## config.mk

```make
export PLATFORM = sky130hd
export DESIGN_NAME = multicycle_controller
export DESIGN_NICKNAME = d
export VERILOG_FILES = /design/src/rtl/multicycle_controller_pkg.sv /design/src/rtl/alu_op_decoder.sv /design/src/rtl/multicycle_controller.sv
export SDC_FILE = /design/constraint.sdc
export NUM_CORES = 1
export LEC_CHECK = 0
export CORE_MARGIN = 3
export CORE_UTILIZATION = 35
export CTS_BUF_LIST = sky130_fd_sc_hd__clkbuf_8
export DETAILED_ROUTE_END_ITERATION = 8
export PLACE_DENSITY = 0.85
export SLEW_MARGIN = 20
export SYNTH_ARGS = -nofsm -noshare
export SYNTH_HDL_FRONTEND = slang
export SYNTH_SLANG_ARGS = --single-unit
```

## constraint.sdc

```tcl
create_clock -name clk -period 1.4 [get_ports clk]
set_input_delay 0.14 -clock clk [delete_from_list [all_inputs] [get_ports clk]]
set_output_delay 0.14 -clock clk [all_outputs]
set_load 0.02 [all_outputs]
```

## src/rtl/multicycle_controller_pkg.sv

```systemverilog
// Shared encodings for the multi-cycle MIPS-subset controller:
// ALU control codes, opcode/funct values, ALU op selects and FSM states.
package multicycle_controller_pkg;

    localparam logic [2:0] ALU_AND = 3'b000;
    localparam logic [2:0] ALU_OR  = 3'b001;
    localparam logic [2:0] ALU_ADD = 3'b010;
    localparam logic [2:0] ALU_OFF = 3'b011;
    localparam logic [2:0] ALU_SUB = 3'b110;
    localparam logic [2:0] ALU_SLT = 3'b111;

    localparam logic [5:0] OP_RTYPE = 6'b000000;
    localparam logic [5:0] OP_LW    = 6'b100011;
    localparam logic [5:0] OP_SW    = 6'b101011;
    localparam logic [5:0] OP_BEQ   = 6'b000100;
    localparam logic [5:0] OP_J     = 6'b000010;
    localparam logic [5:0] OP_ADDI  = 6'b001000;
    localparam logic [5:0] OP_SLTI  = 6'b001010;

    localparam logic [5:0] FN_ADD = 6'b100000;
    localparam logic [5:0] FN_SUB = 6'b100010;
    localparam logic [5:0] FN_AND = 6'b100100;
    localparam logic [5:0] FN_OR  = 6'b100101;
    localparam logic [5:0] FN_SLT = 6'b101010;

    typedef enum logic [1:0] {
        AOP_ADD   = 2'b00,
        AOP_SUB   = 2'b01,
        AOP_FUNCT = 2'b10,
        AOP_SLT   = 2'b11
    } alu_op_t;

    typedef enum logic [3:0] {
        S_IDLE      = 4'd0,
        S_FETCH     = 4'd1,
        S_DECODE    = 4'd2,
        S_MEM_ADDR  = 4'd3,
        S_MEM_READ  = 4'd4,
        S_MEM_WB    = 4'd5,
        S_MEM_WRITE = 4'd6,
        S_EXEC_R    = 4'd7,
        S_RTYPE_WB  = 4'd8,
        S_EXEC_I    = 4'd9,
        S_I_WB      = 4'd10,
        S_BRANCH    = 4'd11,
        S_JUMP      = 4'd12
    } state_t;

endpackage

```

## src/rtl/alu_op_decoder.sv

```systemverilog
// Combinational alu_op + funct -> alu_ctrl mapping; also flags
// whether funct is a supported R-type operation.
module alu_op_decoder
    import multicycle_controller_pkg::*;
(
    input  alu_op_t    alu_op,
    input  logic [5:0] funct,
    output logic [2:0] alu_ctrl,
    output logic       funct_ok
);

    logic [2:0] fn_ctrl;

    // Single source of the funct mapping, then select by alu_op
    always_comb begin
        fn_ctrl  = ALU_OFF;
        funct_ok = 1'b1;
        case (funct)
            FN_ADD:  fn_ctrl = ALU_ADD;
            FN_SUB:  fn_ctrl = ALU_SUB;
            FN_AND:  fn_ctrl = ALU_AND;
            FN_OR:   fn_ctrl = ALU_OR;
            FN_SLT:  fn_ctrl = ALU_SLT;
            default: funct_ok = 1'b0;
        endcase
        unique case (alu_op)
            AOP_ADD:   alu_ctrl = ALU_ADD;
            AOP_SUB:   alu_ctrl = ALU_SUB;
            AOP_FUNCT: alu_ctrl = fn_ctrl;
            AOP_SLT:   alu_ctrl = ALU_SLT;
        endcase
    end

endmodule

```

## src/rtl/multicycle_controller.sv

```systemverilog
// Multi-cycle MIPS-subset control FSM (Moore; pc_en also gated by zero).
// One instruction at a time, 3-5 cycles each.
module multicycle_controller
    import multicycle_controller_pkg::*;
(
    input  logic       clk,
    input  logic       rst_n,
    input  logic [5:0] opcode,
    input  logic [5:0] funct,
    input  logic       zero,
    output logic [2:0] alu_ctrl,
    output logic       alu_src_a,
    output logic [1:0] alu_src_b,
    output logic [1:0] pc_src,
    output logic       pc_en,
    output logic       i_or_d,
    output logic       mem_read,
    output logic       mem_write,
    output logic       ir_write,
    output logic       reg_dst,
    output logic       mem_to_reg,
    output logic       reg_write,
    output logic       instr_done,
    output logic       illegal_op
);

    state_t     state, next_state;
    alu_op_t    alu_op;
    logic       alu_on;
    logic [2:0] dec_ctrl;
    logic       funct_ok;
    logic       pc_write, pc_write_cond;

    alu_op_decoder u_alu_op_decoder (
        .alu_op   (alu_op),
        .funct    (funct),
        .alu_ctrl (dec_ctrl),
        .funct_ok (funct_ok)
    );

    assign alu_ctrl = alu_on ? dec_ctrl : ALU_OFF;
    assign pc_en    = pc_write | (pc_write_cond & zero);

    // State register
    always_ff @(posedge clk or negedge rst_n) begin
        if (!rst_n) state <= S_IDLE;
        else        state <= next_state;
    end

    // Next-state and output decode
    always_comb begin
        next_state    = state;
        alu_on        = 1'b0;
        alu_op        = AOP_ADD;
        alu_src_a     = 1'b0;
        alu_src_b     = 2'd0;
        pc_src        = 2'd0;
        pc_write      = 1'b0;
        pc_write_cond = 1'b0;
        i_or_d        = 1'b0;
        mem_read      = 1'b0;
        mem_write     = 1'b0;
        ir_write      = 1'b0;
        reg_dst       = 1'b0;
        mem_to_reg    = 1'b0;
        reg_write     = 1'b0;
        instr_done    = 1'b0;
        illegal_op    = 1'b0;
        case (state)
            S_IDLE: next_state = S_FETCH;
            S_FETCH: begin
                mem_read   = 1'b1;
                ir_write   = 1'b1;
                pc_write   = 1'b1;
                alu_src_b  = 2'd1;
                alu_on     = 1'b1;
                next_state = S_DECODE;
            end
            S_DECODE: begin
                alu_src_b = 2'd3;
                alu_on    = 1'b1;
                case (opcode)
                    OP_RTYPE: begin
                        if (funct_ok) begin
                            next_state = S_EXEC_R;
                        end else begin
                            illegal_op = 1'b1;
                            next_state = S_FETCH;
                        end
                    end
                    OP_LW, OP_SW:     next_state = S_MEM_ADDR;
                    OP_BEQ:           next_state = S_BRANCH;
                    OP_J:             next_state = S_JUMP;
                    OP_ADDI, OP_SLTI: next_state = S_EXEC_I;
                    default: begin
                        illegal_op = 1'b1;
                        next_state = S_FETCH;
                    end
                endcase
            end
            S_EXEC_R: begin
                alu_src_a  = 1'b1;
                alu_op     = AOP_FUNCT;
                alu_on     = 1'b1;
                next_state = S_RTYPE_WB;
            end
            S_RTYPE_WB: begin
                reg_write  = 1'b1;
                reg_dst    = 1'b1;
                instr_done = 1'b1;
                next_state = S_FETCH;
            end
            S_MEM_ADDR: begin
                alu_src_a  = 1'b1;
                alu_src_b  = 2'd2;
                alu_on     = 1'b1;
                next_state = (opcode == OP_SW) ? S_MEM_WRITE : S_MEM_READ;
            end
            S_MEM_READ: begin
                mem_read   = 1'b1;
                i_or_d     = 1'b1;
                next_state = S_MEM_WB;
            end
            S_MEM_WB: begin
                reg_write  = 1'b1;
                mem_to_reg = 1'b1;
                instr_done = 1'b1;
                next_state = S_FETCH;
            end
            S_MEM_WRITE: begin
                mem_write  = 1'b1;
                i_or_d     = 1'b1;
                instr_done = 1'b1;
                next_state = S_FETCH;
            end
            S_EXEC_I: begin
                alu_src_a  = 1'b1;
                alu_src_b  = 2'd2;
                alu_op     = (opcode == OP_SLTI) ? AOP_SLT : AOP_ADD;
                alu_on     = 1'b1;
                next_state = S_I_WB;
            end
            S_I_WB: begin
                reg_write  = 1'b1;
                instr_done = 1'b1;
                next_state = S_FETCH;
            end
            S_BRANCH: begin
                alu_src_a     = 1'b1;
                alu_op        = AOP_SUB;
                alu_on        = 1'b1;
                pc_write_cond = 1'b1;
                pc_src        = 2'd1;
                instr_done    = 1'b1;
                next_state    = S_FETCH;
            end
            S_JUMP: begin
                pc_write   = 1'b1;
                pc_src     = 2'd2;
                instr_done = 1'b1;
                next_state = S_FETCH;
            end
            default: next_state = S_IDLE;
        endcase
    end

endmodule

```

==> results of run 1 <==
kinds of logic after synthesis:
group | after synthesis | share of synthesized area, %
AO/OA/AOI/OAI | 25 | 27.11
XOR/XNOR | 2 | 2.812
buffers and inverters | 7 | 4.417
flip-flops | 4 | 16.06
AND/OR/NAND/NOR | 47 | 49.60
per-stage QoR:
step | hold WS [ps] | util [%]
floorplan | -155.6 | -
global placement | 341.8 | 77.71
detailed placement | 351.2 | 77.71
CTS | 124.6 | 92.86
synth_stat cells, types with 2 or more instances:
cell type / number / share of area (%)
o22ai_1: 2 / 2.0
nor3_1: 6 / 4.8
nand2_1: 3 / 1.8
nor4_4: 2 / 6.8
or3_1: 2 / 2.0
nand3b_1: 3 / 3.6
clkbuf_1: 6 / 3.6
a21o_1: 2 / 2.4
nor3b_1: 2 / 2.4
dfrtp_1: 4 / 16
o21ai_0: 4 / 3.2
a21oi_1: 6 / 4.8
nor2b_1: 6 / 6.0
nand3_1: 2 / 1.6
nor2_1: 4 / 2.4
nand2b_1: 10 / 10
a2bb2oi_1: 2 / 2.8
nor4_1: 2 / 2.0
what timing repair did:
| item | 4_1_cts |
|---|---|
| hold buffers | 0 |
| setup endpoints to repair | 21 |
| gates cloned | 1 |
| pin swaps | 14 |
| gates resized for setup | 142 |
| buffers inserted | 16 |
==> results summary, run 1 <==
After synthesis, the mean cell area works out to between 7 and 8 µm². The sequential share of the synthesized area came out at 16.06%. The post-place setup slack came out at -861.1 ps. In this run the cell area measured after placement is 1239 µm². The fraction of registers with async set or reset after synthesis came out at between 90% and 100%. The congestion estimate from routability-driven global placement came to between 0.8 and 0.9. The cell area that synthesis handed to floorplanning was 623.1 µm². The TritonCTS sink count came out at 4.

After global-route timing repair, the worst endpoint was alu_ctrl[0]. Entering global routing, the biggest net connects 10 pins. The port buffer count is 32. The estimated wirelength of the detail-placed design is 1905 µm. The flow did not finish. The number of placement rows is 14.

The number of CTS-inserted buffers is 3. Synthesis produced a netlist with a net count of 100. The count of distinct cell types in the synthesized netlist is 35. The starting utilization of the core area came out at 39.09%. After the last repair the worst path ends at a top-level output. The top-level I/O count came out at 33. The run ended at 5_1_grt.

The count of flip-flops with a built-in enable after synthesis came out at 0. The main flop type after synthesis is dfrtp_1. The count of warnings emitted by yosys is 0. The floorplan step set the die height to between 40 and 50 µm. The tree is rooted in a clkbuf_8. The number of register bits inferred by synthesis is 4. Synthesis produced a netlist whose cell count is 85. The tool reported: "[ERROR DPL-0038] Utilization greater than 100%, impossible to legalize". The longest clock path from root to sink contains 2 buffers. From left edge to right edge, the die measures 48.20 µm. The number of H-tree levels came out at 1. The instance count after placement with tap cells included came out at ~170.
==> run 2, diff against run 1 <==
--- a/config.mk
+++ b/config.mk
@@ -5,11 +5,10 @@
 export SDC_FILE = /design/constraint.sdc
 export NUM_CORES = 1
 export LEC_CHECK = 0
-export CORE_MARGIN = 3
-export CORE_UTILIZATION = 35
-export CTS_BUF_LIST = sky130_fd_sc_hd__clkbuf_8
+export CORE_AREA = 3 3 64 66
 export DETAILED_ROUTE_END_ITERATION = 8
-export PLACE_DENSITY = 0.85
+export DIE_AREA = 0 0 67 69
+export PLACE_DENSITY_LB_ADDON = 0.15
 export SLEW_MARGIN = 20
 export SYNTH_ARGS = -nofsm -noshare
 export SYNTH_HDL_FRONTEND = slang
==> constraint.sdc (replaced) <==
create_clock -name clk -period 1.8 [get_ports clk]
set_input_delay 0.18 -clock clk [delete_from_list [all_inputs] [get_ports clk]]
set_output_delay 0.18 -clock clk [all_outputs]
set_load 0.02 [all_outputs]
==> run 2 against run 1 <==
The run now ends clean. Synthesized cell count unchanged. Area after synthesis unchanged.
==> results summary, run 2 <==
Result of the run: finished clean (was aborted with a tool error). The most frequent cell after synthesis is nand2b_1 (unchanged). The top-level I/O count came out at 33 (unchanged). The met3 track demand over resource came out at 1.792%. The TritonCTS sink count is 4 (unchanged).

In this run the worst setup path begins at funct[2]. The sequential share of the synthesized area came out at 16.06% (unchanged). The sum of buffers and inverters on the critical path came out at 2. Leaving out fill and tap cells, the most frequent cell in the layout is buf_4.

The fraction of registers with async set or reset after synthesis is 100.0% (unchanged). The die area came out at 4623 µm². Summed over all layers, the global routing overflow is 0. The library cells used most frequently in the layout, excluding fill and tap cells, are buf_4 (42), dlygate4sd2_1 (9), nand2b_1 (8). The initial antenna violation count came out at 0. The area of all placed cells without fillers is 1391 µm². VDD sags by at most ~0.28 mV.

Cell types with the highest counts after synthesis: nand2b_1 (10), a21oi_1 (6), clkbuf_1 (6), nor2b_1 (6), nor3_1 (6) (unchanged). The endpoint arrival time on the critical path came out at 1580 ps. The chip height came out at 69 µm (was 48.20 µm). The cell count after synthesis is 85 (unchanged). The total setup violations reported at the end of the flow is 0. The global routing met2 resource utilization is 17.69%.

The first global-routing pass estimated 4008 µm of wire. The path length in cells of the critical path is 6. The post-route clock period utilization came out at 97.85%.

Leaving out filler cells and counting taps, the final layout contains 202. STA classifies the critical path endpoint as a primary output. For the final database, setup skew stands at 2.687 ps.

In this run the remaining antenna-violating nets after routing total 0. The final number of hold-violating endpoints is 0. The worst setup path is launched from an input pin. The share of the synthesized area in the top cell type is 16.06% (unchanged). The highest achievable clock rate is 0.5677 GHz.

The starting utilization of the core area is 17.15% (was 39.09%). The post-detailed-route via-to-cell ratio is 4.455. Global routing used a little over a tenth of the available tracks across all layers. The width of the die came to 67 µm (was 48.20 µm). The count of flip-flops with a built-in enable after synthesis was 0 (unchanged). The post-synthesis cell area is 623.1 µm² (unchanged). The count of distinct cell types in the synthesized netlist came out at 35 (unchanged).

The max-capacitance violation count came out at 0. The core box area came out at roughly 3600 µm². The largest net degree at the start of global routing came out at 20. The number of H-tree levels is 1 (unchanged).

Relative to the synthesized area, the layout overhead comes to 123.3%. The largest single stage delay on the critical path is 510 ps. The clock latency reported for the late side of the worst-skew pair is 210 ps. The critical path required time is 1620 ps. The mean instance size in the synthesized netlist was 7.331 µm² (unchanged). The share of final-layout standard cells stronger than drive strength 1 is 46.10%. The number of nets in the final layout is between 150 and 200. The number of register bits inferred by synthesis came out at 4 (unchanged). The most area-hungry cell type in the Yosys netlist is dfrtp_1 (unchanged).

The critical path is of the input pin to primary output type. The flip-flop count of the largest register after layout is 4. The clock-pin slew on the worst setup and hold paths is ~30 ps. Dominant cells by area after synthesis: dfrtp_1 (16%), nand2b_1 (10%), nor4_4 (6.8%) (unchanged). The number of max-slew violations in the final report came to 0. The depth of the worst register-to-register path came out at 6. Dividing total power by cell area gives a power density of around 1200 nW/µm². The number of iterations in the first detailed-routing pass is 4. The wire length after detailed routing is 2549 µm. The area after detailed placement came to 1269 µm² (was 1239 µm²). The capturing element of the worst setup path is alu_ctrl[0]. The count of warnings emitted by yosys came out at 0 (unchanged).

In this run the most used layer during global routing was met2. The tightest min-delay check is of the input pin to async pin type. The clock root buffer is clkbuf_8 (unchanged). The cell family contributing the most delay on the critical path is simple AND/OR/NAND/NOR gates. For the finished layout, the period the worst path requires is between 1500 and 2000 ps. The instance count after placement with tap cells included was 197 (was 166).

The signal on the critical path passes through dlygate4sd2_1, and2_4, or4_4, o21ai_2, o221ai_1, buf_4. The number of global-route vias before repair came to just over 900. The worst register-to-register path begins at state[3]. TritonCTS built the clock tree.

The maximum number of buffers from clock root to sink came out at 2 (unchanged). The relative max-transition margin came out at 79.17%. The placer congestion estimate came out at 0.7312 (was 0.8070). The estimated wirelength of the detail-placed design is 1971 µm (was 1905 µm). Along the worst path, the maximum fanout reaches 3. Setup repair after global routing could not meet its margin everywhere.

Dividing the detail-routed wire length by the instance count gives 12.62 µm. The worst-path cell with the longest stage delay is or4_4. The capture instance of the worst register-to-register path is state[3].

For this run, design rule violations remaining after detail routing come to 0. The met1 demand-to-capacity share in global routing is 14.31%. The measured slew at the worst slew-check pin is about 310 ps. The reg-to-reg setup timing slack came out at 330 ps. The leakage power is 0.6666 nW. The overall via count from detail_route is 900. The first-iteration detailed-routing DRC count is 26. The port buffer count is 32 (unchanged).

The count of antenna diodes in the layout came out at 0. The net count after synthesis came out at 100 (unchanged). The number of CTS-inserted buffers is 3 (unchanged). The number of placement rows came to 22 (was 14). Ranked by flip-flop count, first place goes to state. In the final layout, the registers with the most flip-flops are state (4).

The main flop type after synthesis is dfrtp_1 (unchanged).
## run 2: logic make-up (layout without fill, tap and decap cells)
| logic type | count (synthesis) | in the layout | synth area share (%) |
|---|---|---|---|
| AOI/OAI and AO/OA | 25 | 25 | 27.11 |
| xor gates and xnor gates | 2 | 2 | 2.812 |
| buffers and inverters | 7 | 76 | 4.417 |
| DFF | 4 | 4 | 16.06 |
| and+or+nand+nor | 47 | 47 | 49.60 |
## run 2: cell type report
type | instances | area [µm²]
Clock buffer | 3 | 41.29
Tap cell | 48 | 60.06
Fill cell | 409 | 2242
Multi-Input combinational cell | 74 | 581.8
Sequential cell | 4 | 101.3
Timing Repair Buffer | 73 | 606.8
## run 2: worst min-delay path by stage
stage,start,endpoint,slack [ps],cells past startpoint
after global routing,rst_n,state[3],170,1
after detailed placement,rst_n,state[0],390,1
after CTS,rst_n,state[3],170,1
after global placement,rst_n,state[1],380,1
final,rst_n,state[3],160,1
after floorplan,rst_n,state[0],-120,0
## run 2: worst reg2reg max path, stage by stage, from the launching register on
cell and delay [ps]:
dfrtp_1 360, buf_4 190, nor2_1 150, nand3b_1 190, buf_4 190, nor3_1 210, a21o_1 120
## run 2: repair_timing
item	CTS	global route
setup endpoints to repair	18	11
setup buffers	2	0
resized for setup	43	33
hold buffers	0	0
pin swaps	2	6
## run 2: metal layers
layer,vias to the layer above,wire length (µm)
li1,459,-
met4,0,8
met5,-,0
met3,2,132
met2,23,1243
met1,416,1165
## run 2: stage by stage
stage | setup TNS, ps | total power, mW | utilization [%] | hold slack, ps | setup slack [ps]
5_1_grt | -20.71 | 1.780 | 38.29 | 168.3 | -16.01
6_report | 0 | 1.647 | 38.29 | 163.6 | 38.61
2_1_floorplan | 0 | 0.8314 | - | -115.6 | 74.91
3_3_place_gp | -2397 | 1.532 | 34.92 | 384.9 | -579.6
4_1_cts | -226.4 | 1.626 | 36.09 | 166.9 | -96.84
3_5_place_dp | -2267 | 1.536 | 34.92 | 390.6 | -522.1
## run 2: power by group
part	leakage [nW]	total [mW]	switching, mW	internal [mW]
sequential	0.0497	0.185	0.0551	0.130
combinational	0.595	1.28	0.674	0.605
clock	0.0216	0.184	0.0414	0.142
Note: power is estimated with default switching activity, not from simulation.
==> run 3, diff against run 2 <==
--- a/config.mk
+++ b/config.mk
@@ -8,6 +8,7 @@
 export CORE_AREA = 3 3 64 66
 export DETAILED_ROUTE_END_ITERATION = 8
 export DIE_AREA = 0 0 67 69
+export HOLD_SLACK_MARGIN = 0.12
 export PLACE_DENSITY_LB_ADDON = 0.15
 export SLEW_MARGIN = 20
 export SYNTH_ARGS = -nofsm -noshare
==> constraint.sdc (replaced) <==
create_clock -name clk -period 2.3 [get_ports clk]
set_input_delay 0.23 -clock clk [delete_from_list [all_inputs] [get_ports clk]]
set_output_delay 0.23 -clock clk [all_outputs]
set_load 0.02 [all_outputs]
==> run 3 against run 2 <==
Register-to-register slack improved by 610 ps. Global-route usage is 0.98 points lower. Critical path type is now register to primary output. Setup slack better by 34 ps. Largest power group unchanged.
==> results summary, run 3 (synthesis gave the netlist of run 2 again) <==
Result of the run: finished clean (unchanged). The max-capacitance violation count is 0 (unchanged). The origin of the worst setup path is state[3] (was funct[2]). The final routed wire length divided by cell count is 12.28 µm (was 12.62 µm). The minimum period implied by the final worst setup slack is 2228 ps. Unrepaired setup endpoints after global routing: false (was true). The count of antenna diodes in the layout is 0 (unchanged).

The leading cell type in the layout, fill and taps excluded is clkdlybuf4s50_1 (was buf_4). The die area is 4623 µm² (unchanged). The number of H-tree levels was 1 (unchanged).

The maximum number of buffers from clock root to sink is 2 (unchanged). The number of nets in the final layout is 150 (was 171). The port buffer count is 32 (unchanged). The type of element launching the critical path is a register (was input pin). The number of global-route vias before repair is 795 (was 908). The worst-path cell with the longest stage delay is clkdlybuf4s50_1 (was or4_4).

List of cells traversed by the critical path: buf_4, nor2b_1, nand2_1, a21oi_1, a211o_1, clkdlybuf4s50_1 (was dlygate4sd2_1, and2_4, or4_4, o21ai_2, o221ai_1, buf_4). The combined flip-flop and latch cell area was 100.1 µm² (was 101.3 µm²). The post-route clock period utilization is a little over nine tenths. The placer congestion estimate came out at 0.7803 (was 0.7312). The starting utilization of the core area came out at 17.15% (unchanged). The initial antenna violation count is 0 (unchanged). The critical path required time is 2070 ps (was 1620 ps). The instance count after placement with tap cells included came out at 178 (was 197). The width of the die is 67 µm (unchanged). The number of placement rows came to 22 (unchanged). The highest achievable clock rate is 0.4489 GHz. The number of iterations in the first detailed-routing pass is 4 (unchanged). The CTS tree is yes (unchanged).

The global-route wire length before repair came out at 3615 µm (was 4008 µm). The core box area is 3633 µm² (unchanged). The DRC violation count after routing is 0 (unchanged). The setup clock skew after layout came out at 0.6414 ps (was 2.687 ps).

The total setup violations reported at the end of the flow was 0 (unchanged). The post-detailed-route via-to-cell ratio came out at 4.580 (was 4.455). The top cell family by delay on the critical path is buffers and inverters (was simple AND/OR/NAND/NOR gates). The top-level I/O count came out at 33 (unchanged). The endpoint type of the worst setup path is a primary output (unchanged).

The post-CTS setup buffer count is 0 (was 2). The leakage power is 0.4528 nW (was 0.6666 nW). The final core utilization is 32.27% (was 38.29%). The synthesis-to-layout area growth came out at 88.15% (was 123.3%). The estimated wirelength of the detail-placed design came out at 1788 µm (was 1971 µm). The peak per-stage delay on the critical path came to 600 ps (was 510 ps).

The final number of hold-violating endpoints is 0 (unchanged). Biggest registers after layout: state (4) (unchanged). The worst min-delay path class is input pin to async pin (unchanged).

The area taken by multi-input logic gates came out at 501.7 µm² (was 581.8 µm²). The final instance count without filler cells is 181 (was 202). The TritonCTS sink count was 4 (unchanged). The critical setup path kind is register to primary output (was input pin to primary output). The share of final-layout standard cells stronger than drive strength 1 came to 20.30% (was 46.10%). The wire length after detailed routing came out at 2222 µm (was 2549 µm).

The flip-flop count of the largest register after layout is 4 (unchanged). The endpoint arrival time on the critical path came out at 2000 ps (was 1580 ps). Top library cells by usage in the layout, fill and taps aside: clkdlybuf4s50_1 (28), buf_4 (20), nand2b_1 (10) (was buf_4 (42), dlygate4sd2_1 (9), nand2b_1 (8)). The clock latency reported for the late side of the worst-skew pair came out at 210 ps (about the same). The first-iteration detailed-routing DRC count came to 24 (was 26). The chip height was 69 µm (unchanged). The register bank with the most flops is state (unchanged). The number of CTS-inserted buffers is 3 (unchanged).

The clock-pin slew on the worst setup and hold paths is 30 ps (about the same). The total congestion overflow after global routing was 0 (unchanged). The sum of buffers and inverters on the critical path came out at 2 (unchanged).

The clock root buffer was clkbuf_8 (unchanged). The worst-path maximum fanout is 16 (was 3). The total track usage is 9.876% (was 10.86%). The measured slew at the worst slew-check pin came out at 372.0 ps (was 311.8 ps). The launching point of the worst reg2reg path is state[3] (unchanged).

The number of fillers in the final layout is 407 (was 409). The number of max-slew violations in the final report was 0 (unchanged). The relative max-transition margin came out at 75.20% (was 79.17%). The final antenna-violating net count came out at 0 (unchanged). The overall via count from detail_route came to 829 (was 900).

The cell area power density was 1011 nW/µm² (was 1184 nW/µm²). The worst ir drop on vdd is 0.1975 mV (was 0.2797 mV). The largest net degree at the start of global routing came out at 20 (unchanged).
==> run 3: path summary, 6_finish.rpt <==
path / end / depth (start not counted) / slack, ps
setup reg to reg: state[3] / 5 / 940
hold reg to reg: state[2] / 2 / 670
min in group clk: state[2] / 2 / 670
max in group asynchronous: state[1] / 1 / 1920
setup / recovery: instr_done / 6 / 70
hold / removal: state[0] / 1 / 220
==> run 3: final cells by class <==
| class | count | area share, % |
|---|---|---|
| clock buffer | 3 | 3.522 |
| tap | 48 | 5.123 |
| multi-input combinational | 74 | 42.80 |
| timing repair buffer | 52 | 40.02 |
| sequential | 4 | 8.538 |
==> run 3: timing repair <==
item,in CTS,in global routing
setup endpoints to repair,3,1
gates resized for setup,4,1
hold buffers,0,0
==> run 3: per-layer routing <==
layer | global-route usage [%] | share of wire, % | vias up
met5 | 0 | 0 | -
met2 | 15.94 | 47 | 25
met1 | 12.72 | 49 | 386
li1 | - | - | 418
met3 | 1.629 | 4.4 | 0
met4 | 4.054 | 0 | 0
==> run 3: power breakdown <==
| part | switching, mW | internal [mW] | leakage (nW) | total (mW) |
|---|---|---|---|---|
| clock | 0.0326 | 0.111 | 0.0216 | 0.144 |
| combinational | 0.480 | 0.421 | 0.381 | 0.901 |
| sequential | 0.0415 | 0.0993 | 0.0506 | 0.141 |
| total | 0.554 | 0.631 | 0.453 | 1.19 |
==> run 3: through the flow <==
step	worst slack (ps)	hold slack (ps)	total power, mW	setup TNS (ps)	instance area, µm²
2_1_floorplan	524.9	-65.59	0.6507	0	623.1
3_3_place_gp	-121.2	444.6	1.066	-320.3	1126
3_5_place_dp	-164.9	448.1	1.064	-325.9	1126
4_1_cts	58.35	221.3	1.199	0	1170
5_1_grt	5.124	224.5	1.269	0	1172
6_report	72.27	218.2	1.185	0	1172
==> run 3: worst register-to-register path, cell delays in order (launching register included) <==
cell and delay [ps]:
dfrtp_1 360, buf_4 190, nor2_1 160, nand3b_1 190, nor3_1 270, a21o_1 120
